$ cat src/rtl/rf_pkg.sv
// Shared register-file constants and register-index names used by decode, write-back and the register file.
// Pure declarations; no logic, no latency, no flow control.
package rf_pkg;

    localparam int DATA_W = 16;
    localparam int ADDR_W = 3;
    localparam int NREG   = 1 << ADDR_W;

    typedef logic [DATA_W-1:0] word_t;
    typedef logic [ADDR_W-1:0] addr_t;
    typedef logic [NREG-1:0]   regmask_t;

    localparam addr_t R0_ZERO = addr_t'(0);
    localparam addr_t R1      = addr_t'(1);
    localparam addr_t R2      = addr_t'(2);
    localparam addr_t R3      = addr_t'(3);
    localparam addr_t R4      = addr_t'(4);
    localparam addr_t R5      = addr_t'(5);
    localparam addr_t R6      = addr_t'(6);
    localparam addr_t R7      = addr_t'(7);

    // One-hot select for a write; R0 never gets a select bit.
    function automatic regmask_t wr_decode(input logic en, input addr_t a);
        regmask_t sel;
        sel = '0;
        if (en && (a != R0_ZERO)) begin
            sel[a] = 1'b1;
        end
        return sel;
    endfunction

endpackage

$ cat src/rtl/reg_file_8x16_reg_word.sv
// One general-purpose register: loads d on a clock edge when we=1, otherwise holds.
// Latency one clock from d to q; async active-high reset clears to zero.
module reg_word
    import rf_pkg::*;
#(
    parameter int W = DATA_W
) (
    input  logic         clk,
    input  logic         rst,
    input  logic         we,
    input  logic [W-1:0] d,
    output logic [W-1:0] q
);

    logic [W-1:0] r_q;

    always_ff @(posedge clk or posedge rst) begin
        if (rst) begin
            r_q <= '0;
        end else if (we) begin
            r_q <= d;
        end
    end

    assign q = r_q;

endmodule

$ cat src/rtl/reg_file_8x16.sv
// 8 x 16 register file: two combinational read ports, one synchronous write port, R0 reads zero.
// Reads are zero-latency with optional write bypass; writes land on the next clock edge; no backpressure.
module reg_file_8x16
    import rf_pkg::*;
#(
    parameter int DATA_W_P = DATA_W,
    parameter int NREG_P   = NREG,
    parameter int ADDR_W_P = ADDR_W,
    parameter bit BYPASS   = 1'b1
) (
    input  logic                clk,
    input  logic                rst,
    input  logic                we,
    input  logic [ADDR_W_P-1:0] wa,
    input  logic [DATA_W_P-1:0] wd,
    input  logic [ADDR_W_P-1:0] ra1,
    input  logic [ADDR_W_P-1:0] ra2,
    output logic [DATA_W_P-1:0] rd1,
    output logic [DATA_W_P-1:0] rd2,
    output logic                rd1_uninit,
    output logic                rd2_uninit,
    output logic [NREG_P-1:0]   wmask
);

    logic [DATA_W_P-1:0] w_regs [NREG_P];
    logic [NREG_P-1:0]   w_wr_sel;
    logic [NREG_P-1:1]   r_wmask;
    logic                w_byp1;
    logic                w_byp2;

    always_comb begin
        w_wr_sel = '0;
        if (we && (wa != '0)) begin
            w_wr_sel[wa] = 1'b1;
        end
    end

    assign w_regs[0] = '0;

    for (genvar g = 1; g < NREG_P; g++) begin : g_reg
        reg_word #(.W(DATA_W_P)) u_reg (
            .clk (clk),
            .rst (rst),
            .we  (w_wr_sel[g]),
            .d   (wd),
            .q   (w_regs[g])
        );
    end

    always_ff @(posedge clk or posedge rst) begin
        if (rst) begin
            r_wmask <= '0;
        end else begin
            r_wmask <= r_wmask | w_wr_sel[NREG_P-1:1];
        end
    end

    assign wmask = {r_wmask, 1'b1};

    // Bypass is gated by !rst so outputs read zero throughout reset.
    assign w_byp1 = BYPASS && we && !rst && (wa == ra1) && (wa != '0);
    assign w_byp2 = BYPASS && we && !rst && (wa == ra2) && (wa != '0);

    always_comb begin
        rd1        = '0;
        rd2        = '0;
        rd1_uninit = 1'b0;
        rd2_uninit = 1'b0;
        if (!rst) begin
            if (w_byp1) begin
                rd1 = wd;
            end else begin
                rd1 = w_regs[ra1];
            end
            if (w_byp2) begin
                rd2 = wd;
            end else begin
                rd2 = w_regs[ra2];
            end
        end
        rd1_uninit = (ra1 != '0) && !(wmask[ra1] || w_byp1);
        rd2_uninit = (ra2 != '0) && !(wmask[ra2] || w_byp2);
    end

endmodule

$ cat config.mk
export PLATFORM = sky130hd
export DESIGN_NAME = reg_file_8x16
export DESIGN_NICKNAME = d
export VERILOG_FILES = /design/src/rtl/rf_pkg.sv /design/src/rtl/reg_file_8x16_reg_word.sv /design/src/rtl/reg_file_8x16.sv
export SDC_FILE = /design/constraint.sdc
export NUM_CORES = 1
export LEC_CHECK = 0
export CAP_MARGIN = 20
export CELL_PAD_IN_SITES_DETAIL_PLACEMENT = 2
export CELL_PAD_IN_SITES_GLOBAL_PLACEMENT = 2
export CORE_MARGIN = 2
export CORE_UTILIZATION = 37
export CTS_CLUSTER_DIAMETER = 80
export DETAILED_ROUTE_END_ITERATION = 8
export PLACE_DENSITY_LB_ADDON = 0.05
export SYNTH_ARGS = -nofsm -noshare
export SYNTH_HDL_FRONTEND = slang
export SYNTH_HIERARCHICAL = 1
export SYNTH_SLANG_ARGS = --single-unit
$ cat constraint.sdc
create_clock -name clk -period 2.9 [get_ports clk]
set_input_delay 0.87 -clock clk [delete_from_list [all_inputs] [get_ports clk]]
set_output_delay 0.87 -clock clk [all_outputs]
set_load 0.02 [all_outputs]
==> metrics.csv, run 1 <==
metric,value,unit
CTS Hold Bufs,0,
grt total ovfl,0,
Worst path max stage delay,0.51,ns
Rel. slew slack,58.0,%
FILL cells,1674,
DRC viols,0,
fraction of layout cells with a size suffix above 1,68.9,%
die area,21300,um2
VDD IR-drop max,0.439,mV
Leak Pwr,4.86,nW
Post-Syn Instances,570,
Area after DPL,9260,um2
Root Buffer,clkbuf_16,
failing checks,setup timing,
Slowest cell on crit path,mux2i_1,
Worst Hold Class,reg2reg,
core region area,19600,um2
I/O pin total,70,
Final Util,60.1,%
Ys Warns,6,
synth-to-layout area growth,58.0,%
setup repair after global routing missed its margin,true,
fin area,11800,um2
FP Rows,51,
Post-synth ARST share,100,%
dpl hpwl,19.4,mm
largest cells by area after synthesis,"dfrtp_1 (40%), mux2_4 (14%), mux2_2 (8.9%)",
H-Tree Depth,4,
final slew viol count,0,
vias in the first global route,7441,
final WL,41.8,mm
Mapped Area,7450,um2
clk slew on worst S/H paths,0.06,ns
PwrDens,607,nW/um2
startpoint types,input pin,
setup ws final,-0.452,ns
CTS sink cnt,119,
post-synthesis sequential area ratio,40.0,%
Post-synth EDFFs,0,
Yosys reg bits,119,
FMAX,298,MHz
Worst Hold Slack,0.544,ns
Total Power,7.15,mW
first-pass GRT wire length,53.7,mm
CP Capture Type,primary output,
Total GRT Usage,35.1,%
critical path class,in2out,
Port Buf Inserts,68,
fin cells,1044,
Num CTS Buffers,17,
RePlAce Congestion,0.846,
largest net degree at the start of global routing,26,
FF/Latch Area,2980,um2
"Max FO, Critical Path",13,
Initial DRC Count,576,
WL/cell,40.1,um
Syn Area/Cell,13.1,um2
CP required,2.03,ns
initial antenna violation count,0,
Die Ht,146,um
placed cells,965,
vias per cell,6.47,
post-synth top area share,40.0,%
Layout Skew,0,ns
TritonRoute pass-1 iters,5,
post-route minimum period,3.35,ns
Synth area leader,dfrtp_1,
outcome,"complete, but fails checks",
CTS tree,yes,
"Critical Path, Cell by Cell",buf_12 -> buf_6 -> buf_12 -> mux2i_1 -> o22ai_4 -> a221oi_4 -> a211oi_4 -> buf_6,
"Hold Violations, Final",0,
nets,796,
ANT cells,0,
via count,6756,
main flop type after synthesis,dfrtp_1,
max-cap violation count,0,
area of the multi-input gates,5260,um2
worst-skew pair later-pin latency,0.44,ns
CTS Buffer Depth,2,
die width,146,um
fin crit share,116,%
Post-DRT Antenna Nets,0,
synth unique cells,40,
Worst Max-Slew Pin Slew,0.631,ns
"Arr. time, crit path",2.48,ns
Initial Utilization,38.0,%
final setup fails,34,
"Net Count, Synth",598,
cell type report:
type                            count  area share, %
Multi-Input combinational cell    386           44.7
Sequential cell                   119           25.3
Inverter                            9          0.287
Tap cell                          265           2.82
Timing Repair Buffer              235           22.2
Clock inverter                      9          0.659
Clock buffer                       21           4.00
worst max-delay path, delay by kind of cell:
kind	cells	cell delay, ns
compound gates	3	0.57
mux	1	0.51
buf+inv	4	0.51
layout by cell type, fill, tap and decap left out, drive strengths merged, types with 3 or more instances in the layout:
cell	count
buf	210
mux2	143
dfrtp	119
mux2i	61
a221oi	30
clkdlybuf4s50	23
clkbuf	21
a21oi	21
o31ai	18
a221o	15
nor3	15
a211oi	15
o22ai	14
inv	9
or2	8
nor2	6
xnor2	6
nand2	6
mux4	5
clkinv	5
nand2b	5
clkinvlp	3
and2	3
per-stage QoR:
step                TNS [ns]  setup WS, ns
finish                 -9.65        -0.452
global route          -10.27        -0.448
CTS                    -6.67        -0.269
detailed placement    -37.08         -1.17
global placement      -35.63         -1.11
floorplan             -0.908        -0.103
sequential cells by signal (all words and copies together), names as in the netlist:
name	flops
g.u_reg/q	112
r_wmask	7
kinds of logic after synthesis:
kind of cell | count (synthesis) | share of synthesized area [%]
AOI/OAI and AO/OA | 121 | 13.5
muxes | 209 | 34.9
other | 1 | 0.0504
buffers and inverters | 65 | 7.07
DFF | 119 | 40.0
and+or+nand+nor | 49 | 3.66
xor gates and xnor gates | 6 | 0.907
worst paths after layout:
| kind | start | endpoint | slack (ns) | cells past startpoint |
|---|---|---|---|---|
| worst min-delay path | g_reg[7].u_reg/q[7]$_DFFE_PP0P_ | g_reg[7].u_reg/q[7]$_DFFE_PP0P_ | 0.54 | 1 |
| worst max register to register | g_reg[4].u_reg/q[10]$_DFFE_PP0P_ | g_reg[4].u_reg/q[10]$_DFFE_PP0P_ | 1.97 | 1 |
| min in group asynchronous | rst | g_reg[7].u_reg/q[9]$_DFFE_PP0P_ | 0.69 | 3 |
| worst min register to register | g_reg[7].u_reg/q[7]$_DFFE_PP0P_ | g_reg[7].u_reg/q[7]$_DFFE_PP0P_ | 0.54 | 1 |
| worst max-delay path | ra2[2] | rd2[7] | -0.45 | 8 |
| max in group asynchronous | rst | g_reg[1].u_reg/q[1]$_DFFE_PP0P_ | 1.46 | 4 |
timing repair:
action                                  CTS  global route
pin swaps                                64            53
setup buffers                            36            22
gates resized for setup                 403            98
endpoints found under the setup margin   34            34
cloned                                    7             0
synth_stat cells, types with 8 or more instances:
cell type	n
buf_2	15
a211oi_1	8
mux2_1	14
buf_6	16
nor3_1	15
a21oi_2	10
a21oi_1	11
dfrtp_1	119
o31ai_1	18
mux2_4	70
o22ai_1	14
mux2i_1	61
a221oi_1	30
buf_4	8
a221o_1	15
inv_1	9
mux2_2	59
clkbuf_1	9
per-layer routing:
metal  routed length (um)  track usage, %
met3                 2780            7.74
met1                16300            43.6
met2                20300            58.6
met5                    0               0
met4                 2350            15.4
where the power goes:
group / internal [mW] / switching, mW / leakage [nW]
Sequential: 2.01 / 0.524 / 1.41
Combinational: 1.32 / 1.19 / 3.19
Clock: 1.23 / 0.877 / 0.266
No activity file was read; power rests on OpenSTA's default activity.
==> inputs of run 2 (changes only) <==
- TNS_END_PERCENT: unset -> 30
==> metrics.csv, run 2 (same netlist as run 1, synthesis figures left out) <==
metric,value,unit,change
Leak Pwr,4.60,nW,-5.5%
setup_tns,-6.64,ns,+3.01 ns
FP Rows,51,,unchanged
reg2reg start,g_reg[4].u_reg/q[8]$_DFFE_PP0P_,,
GRT met3 Usage,5.33,%,-2.4 points
setup ws final,-0.273,ns,+0.179 ns
"Hold Violations, Final",0,,unchanged
Final Util,55.4,%,-4.7 points
CP Capture Type,primary output,,
Layout Skew,0,ns,unchanged
PwrDens,622,nW/um2,+2.4%
first-pass GRT wire length,48.4,mm,-9.8%
largest net degree at the start of global routing,26,,unchanged
Worst R2R End,g_reg[4].u_reg/q[8]$_DFFE_PP0P_,,
"Max FO, Critical Path",5,,-8
Worst Hold Class,reg2reg,,
max-cap violation count,0,,unchanged
setup repair after global routing missed its margin,true,,
number of flip-flops in the largest register,112,,unchanged
most frequent cells in the layout,"dfrtp_1 (119), buf_4 (79), mux2_4 (72)",,
CTS Hold Bufs,0,,unchanged
FILL cells,1761,,+5.2%
core region area,19600,um2,unchanged
Reg2Reg Depth,1,,unchanged
startpoint types,input pin,,
Rel. slew slack,61.7,%,+3.7 points
die area,21300,um2,unchanged
outcome,"complete, but fails checks",,
Total Power,6.74,mW,-5.6%
final setup fails,34,,unchanged
gr busiest metal,met2,,
initial antenna violation count,0,,unchanged
grt total ovfl,0,,unchanged
FMAX,315,MHz,+5.6%
Num CTS Buffers,17,,unchanged
worst-skew pair later-pin latency,0.42,ns,-0.02 ns
Port Buf Inserts,68,,unchanged
Hold EP,r_wmask[6]$_DFF_PP0_,,
vias in the first global route,7117,,-4.4%
ANT cells,0,,unchanged
H-Tree Depth,4,,unchanged
VDD IR-drop max,0.381,mV,-13%
"Arr. time, crit path",2.30,ns,-0.18 ns
fraction of layout cells with a size suffix above 1,62.6,%,-6.4 points
Worst Hold Path Cells,1,,unchanged
clk slew on worst S/H paths,0.06,ns,about the same
I/O pin total,70,,unchanged
area of the multi-input gates,4650,um2,-12%
critical path class,in2out,,
dpl hpwl,18.6,mm,-4.3%
Post-DRT Antenna Nets,0,,unchanged
final WL,32.8,mm,-22%
hold path start,r_wmask[6]$_DFF_PP0_,,
met1 Use GR,37.3,%,-6.3 points
R2R setup slack,2.03,ns,+0.06 ns
Total GRT Usage,30.9,%,-4.1 points
failing checks,setup timing,,
vias per cell,6.00,,-7.3%
CP required,2.03,ns,about the same
met2 Use GR,54.9,%,-3.7 points
Place WS,-1.24,ns,-0.0745 ns
CTS Buffer Depth,2,,unchanged
WL/cell,32.5,um,-19%
Area after DPL,9130,um2,-1.4%
final slew viol count,0,,unchanged
via count,6048,,-10%
post-route minimum period,3.17,ns,-0.179 ns
fin area,10800,um2,-7.8%
"commonest non-fill, non-tap cell in the layout",dfrtp_1,,
CTS tree,yes,,
TritonRoute pass-1 iters,4,,-1
die width,146,um,unchanged
Initial Utilization,38.0,%,unchanged
Worst Hold Slack,0.535,ns,-0.00897 ns
synth-to-layout area growth,45.6,%,
nets,758,,-4.8%
Root Buffer,clkbuf_16,,
CTS sink cnt,119,,unchanged
RePlAce Congestion,0.827,,-2.3%
fin crit share,109,%,-6.2 points
placed cells,958,,-0.73%
FF/Latch Area,2980,um2,unchanged
DRC viols,0,,unchanged
Die Ht,146,um,unchanged
fin cells,1008,,-3.4%
Worst Max-Slew Pin Slew,0.575,ns,-0.0558 ns
Initial DRC Count,381,,-34%
run 2: cell count changes in the layout (fill, tap and decap cells not counted), moves of 9 or more:
cell | previous run | this run
buf_6 | 65 | 55
buf_4 | 100 | 79
a221oi_2 | 9 | 25
a21oi_4 | 14 | 4
mux2i_1 | 42 | 55
mux2_4 | 81 | 72
mux2i_4 | 12 | 2
a221oi_4 | 21 | 1
run 2: layout make-up:
class / count / share of cell area [%]
multi-input cells: 386 / 42.9
well taps: 265 / 3.06
clock buffers: 20 / 4.03
clock inverters: 12 / 1.64
inverters: 9 / 0.311
repair buffers: 197 / 20.6
flip-flops and latches: 119 / 27.5
run 2: report_power, final:
| group | switching (mW) | internal (mW) |
|---|---|---|
| Clock | 0.845 | 1.44 |
| Sequential | 0.380 | 2.01 |
| Combinational | 0.927 | 1.14 |
run 2: worst max path at each step:
stage	start	slack, ns	cells past startpoint	end
floorplan	ra2[2]	-0.10	7	rd2[10]
global placement	ra2[0]	-1.18	8	rd2[6]
detailed placement	ra2[0]	-1.24	9	rd2[12]
CTS	wa[2]	-0.24	9	rd2[12]
global route	ra2[2]	-0.32	8	rd2[3]
finish	ra1[2]	-0.27	8	rd1[15]
run 2: timing repair:
action                                  in CTS  in global routing
resized for setup                          346                 67
cloned                                       7                  0
endpoints found under the setup margin      34                 34
buffers inserted                            14                  4
pin swaps                                   44                 25
run 2: per-layer routing:
metal | routed length, um | part of all wire, %
met1 | 13100 | 40
met2 | 17300 | 53
met3 | 1290 | 3.9
met4 | 1090 | 3.3
met5 | 0 | 0
run 2: critical path, cell delays in order:
cell	delay [ns]
buf_12	0.12
buf_6	0.12
and2b_2	0.23
buf_6	0.16
a221oi_2	0.32
a221o_1	0.25
a21oi_4	0.09
buf_6	0.13
==> inputs of run 3 (changes only) <==
- CORE_UTILIZATION: 37 -> 34
- SYNTH_HIERARCHICAL: 1 -> unset
==> metrics.csv, run 3 <==
metric,value,unit,change
outcome,"complete, but fails checks",,
failing checks,setup timing,,
Place WS,-1.13,ns,+0.120 ns
CTS tree,yes,,
vias in the first global route,7814,,+9.8%
Yosys reg bits,119,,unchanged
Synth area leader,dfrtp_1,,
FP Rows,51,,unchanged
I/O pin total,70,,unchanged
vias per cell,6.03,,+0.53%
core region area,19600,um2,unchanged
clk slew on worst S/H paths,0.06,ns,about the same
PwrDens,613,nW/um2,-1.4%
"Max FO, Critical Path",6,,+1
Worst Hold Path Cells,2,,+1
largest net degree at the start of global routing,49,,+88%
Reg2Reg Depth,1,,unchanged
fin crit share,110,%,+0.86 points
final WL,35.3,mm,+7.5%
"Arr. time, crit path",2.33,ns,+0.03 ns
grt total ovfl,0,,unchanged
CTS sink cnt,119,,unchanged
placed cells,1041,,+8.7%
final setup fails,34,,unchanged
Worst Hold Slack,0.516,ns,-0.0185 ns
Die Ht,146,um,-0.23%
switching power,2.18,mW,+1.1%
H-Tree Depth,4,,unchanged
CP required,2.03,ns,about the same
CTS Buffer Depth,2,,unchanged
fin area,10600,um2,-1.8%
post-synth top area share,43.7,%,+3.7 points
Area after DPL,8880,um2,-2.7%
Worst Path Buf+Inv,4,,unchanged
Post-Syn Instances,665,,+17%
Root Buffer,clkbuf_16,,
met3 WL,1.53,mm,+19%
main flop type after synthesis,dfrtp_1,,
Initial DRC Count,367,,-3.7%
Leak Pwr,4.66,nW,+1.5%
Slowest cell on crit path,o311a_4,,
via count,6695,,+11%
Gate power share,27.5,%,-3.2 points
Post-synth EDFFs,0,,unchanged
Syn Area/Cell,10.2,um2,-22%
Worst Hold Class,reg2reg,,
"count leader, synth",dfrtp_1,,
Num CTS Buffers,17,,unchanged
Total GRT Usage,33.1,%,+2.2 points
Synth top cells by count,"dfrtp_1 (119), mux2i_1 (98), nand2_1 (82)",,
final slew viol count,0,,unchanged
nets,860,,+13%
Mapped Area,6810,um2,-8.6%
number of flip-flops in the largest register,112,,unchanged
TritonRoute pass-1 iters,4,,unchanged
die area,21200,um2,-0.47%
"Critical Path, Cell by Cell",buf_12 -> o311a_4 -> buf_6 -> and2_4 -> buf_12 -> o311a_4 -> buf_6,,
"commonest non-fill, non-tap cell in the layout",dfrtp_1,,
met2 routed WL,18.0,mm,+4.0%
die width,146,um,-0.23%
synth-to-layout area growth,56.3,%,
largest cells by area after synthesis,"dfrtp_1 (44%), mux2i_1 (14%), mux2_2 (7.9%)",,
startpoint types,input pin,,
first-pass GRT wire length,51.6,mm,+6.7%
fin cells,1110,,+10%
synth unique cells,32,,-20%
critical path class,in2out,,
CP Capture Type,primary output,,
Layout Skew,0,ns,unchanged
worst-skew pair later-pin latency,0.43,ns,about the same
ANT cells,0,,unchanged
most frequent cells in the layout,"dfrtp_1 (119), mux2i_1 (90), nand2_1 (80)",,
Ys Warns,0,,-6
sw frac,33.3,%,+1.4 points
"Hold Violations, Final",0,,unchanged
setup_tns,-8.17,ns,-1.53 ns
post-route minimum period,3.20,ns,+0.0248 ns
Post-synth ARST share,100,%,unchanged
Worst path max stage delay,0.42,ns,+0.10 ns
FMAX,313,MHz,-0.78%
WL/cell,31.8,um,-2.4%
max-cap violation count,0,,unchanged
Worst path depth,7,,-1
dpl hpwl,19.0,mm,+2.1%
Post-DRT Antenna Nets,0,,unchanged
setup ws final,-0.298,ns,-0.0248 ns
Flop pwr share,35.6,%,about the same
Int Pwr,4.35,mW,-5.2%
max layer used,met4,,
VDD IR-drop max,0.419,mV,+10%
CP top delay family,compound AO/OA/AOI/OAI gates,,
DRC viols,0,,unchanged
setup repair after global routing missed its margin,true,,
initial antenna violation count,0,,unchanged
clock power share,36.8,%,+3.0 points
fraction of layout cells with a size suffix above 1,43.1,%,-20 points
Initial Utilization,34.8,%,-3.3 points
post-synthesis sequential area ratio,43.7,%,+3.7 points
Post-Route M1 WL,14.2,mm,+8.0%
"Net Count, Synth",693,,+16%
Port Buf Inserts,68,,unchanged
RePlAce Congestion,0.804,,-2.8%
run 3: cell count changes after synthesis, sizes merged, moves of 30 or more:
| cell | previous run | this run |
|---|---|---|
| nand2 | 6 | 82 |
| a221oi | 30 | 0 |
| o22ai | 14 | 47 |
| mux2i | 61 | 98 |
| nand3 | 2 | 32 |
| mux2 | 143 | 48 |
| o21ai | 2 | 67 |
| o311a | 0 | 32 |
run 3: power by group through the flow:
stage	sequential (mW)	clock (mW)	combinational (mW)
after CTS	2.28	2.39	1.67
after floorplan	2.19	0	0.897
after detailed placement	2.29	0	1.46
final	2.33	2.40	1.80
after global placement	2.25	0	1.39
after global routing	2.36	2.50	1.89
run 3: cell type report:
cell class	count	area, um2
Fill cell	1888	8940
Tap cell	265	332
Timing Repair Buffer	210	2490
Clock buffer	19	453
Sequential cell	119	2980
Inverter	17	68.8
Multi-Input combinational cell	467	4130
Clock inverter	13	194
run 3: final timing paths:
kind	from	to	slack, ns
max reg2reg	r_wmask[2]$_DFF_PP0_	r_wmask[2]$_DFF_PP0_	1.96
max	wa[0]	rd1[13]	-0.30
max in group asynchronous	rst	g_reg[6].u_reg.q[5]$_DFFE_PP0P_	1.62
min	g_reg[7].u_reg.q[2]$_DFFE_PP0P_	g_reg[7].u_reg.q[2]$_DFFE_PP0P_	0.52
min in group asynchronous	rst	r_wmask[3]$_DFF_PP0_	0.66
min reg2reg	g_reg[7].u_reg.q[2]$_DFFE_PP0P_	g_reg[7].u_reg.q[2]$_DFFE_PP0P_	0.52
run 3: kinds of logic after synthesis:
| kind of cell | count (synthesis) | synth area share [%] |
|---|---|---|
| compound gates | 166 | 16.6 |
| xor+xnor | 6 | 0.772 |
| buf+inv | 81 | 5.66 |
| flops | 119 | 43.7 |
| mux | 148 | 23.0 |
| other cells | 1 | 0.0551 |
| simple gates | 144 | 10.2 |
run 3: repair_timing:
action | CTS | global route
buffers inserted | 29 | 5
cloned | 8 | 1
hold buffers | 0 | 0
pin swaps | 26 | 14
gates resized for setup | 327 | 44
endpoints found under the setup margin | 34 | 34
run 3: routing by layer:
layer / vias up / GRT usage [%]
met3: 92 / 5.89
met2: 248 / 57.7
met4: 0 / 18.8
met5: - / 0
li1: 2795 / -
met1: 3560 / 38.4
run 3: tightest hold or removal path, cell delays in order (launching register included):
cell	delay, ns
dfrtp_1	0.37
nand2_1	0.05
o21ai_0	0.06
run 3: per-stage QoR:
stage | total power, mW | utilization (%)
5_1_grt | 6.74 | 54.4
3_3_place_gp | 3.64 | 45.3
6_report | 6.53 | 54.4
3_5_place_dp | 3.75 | 45.3
2_1_floorplan | 3.09 | -
4_1_cts | 6.34 | 53.3
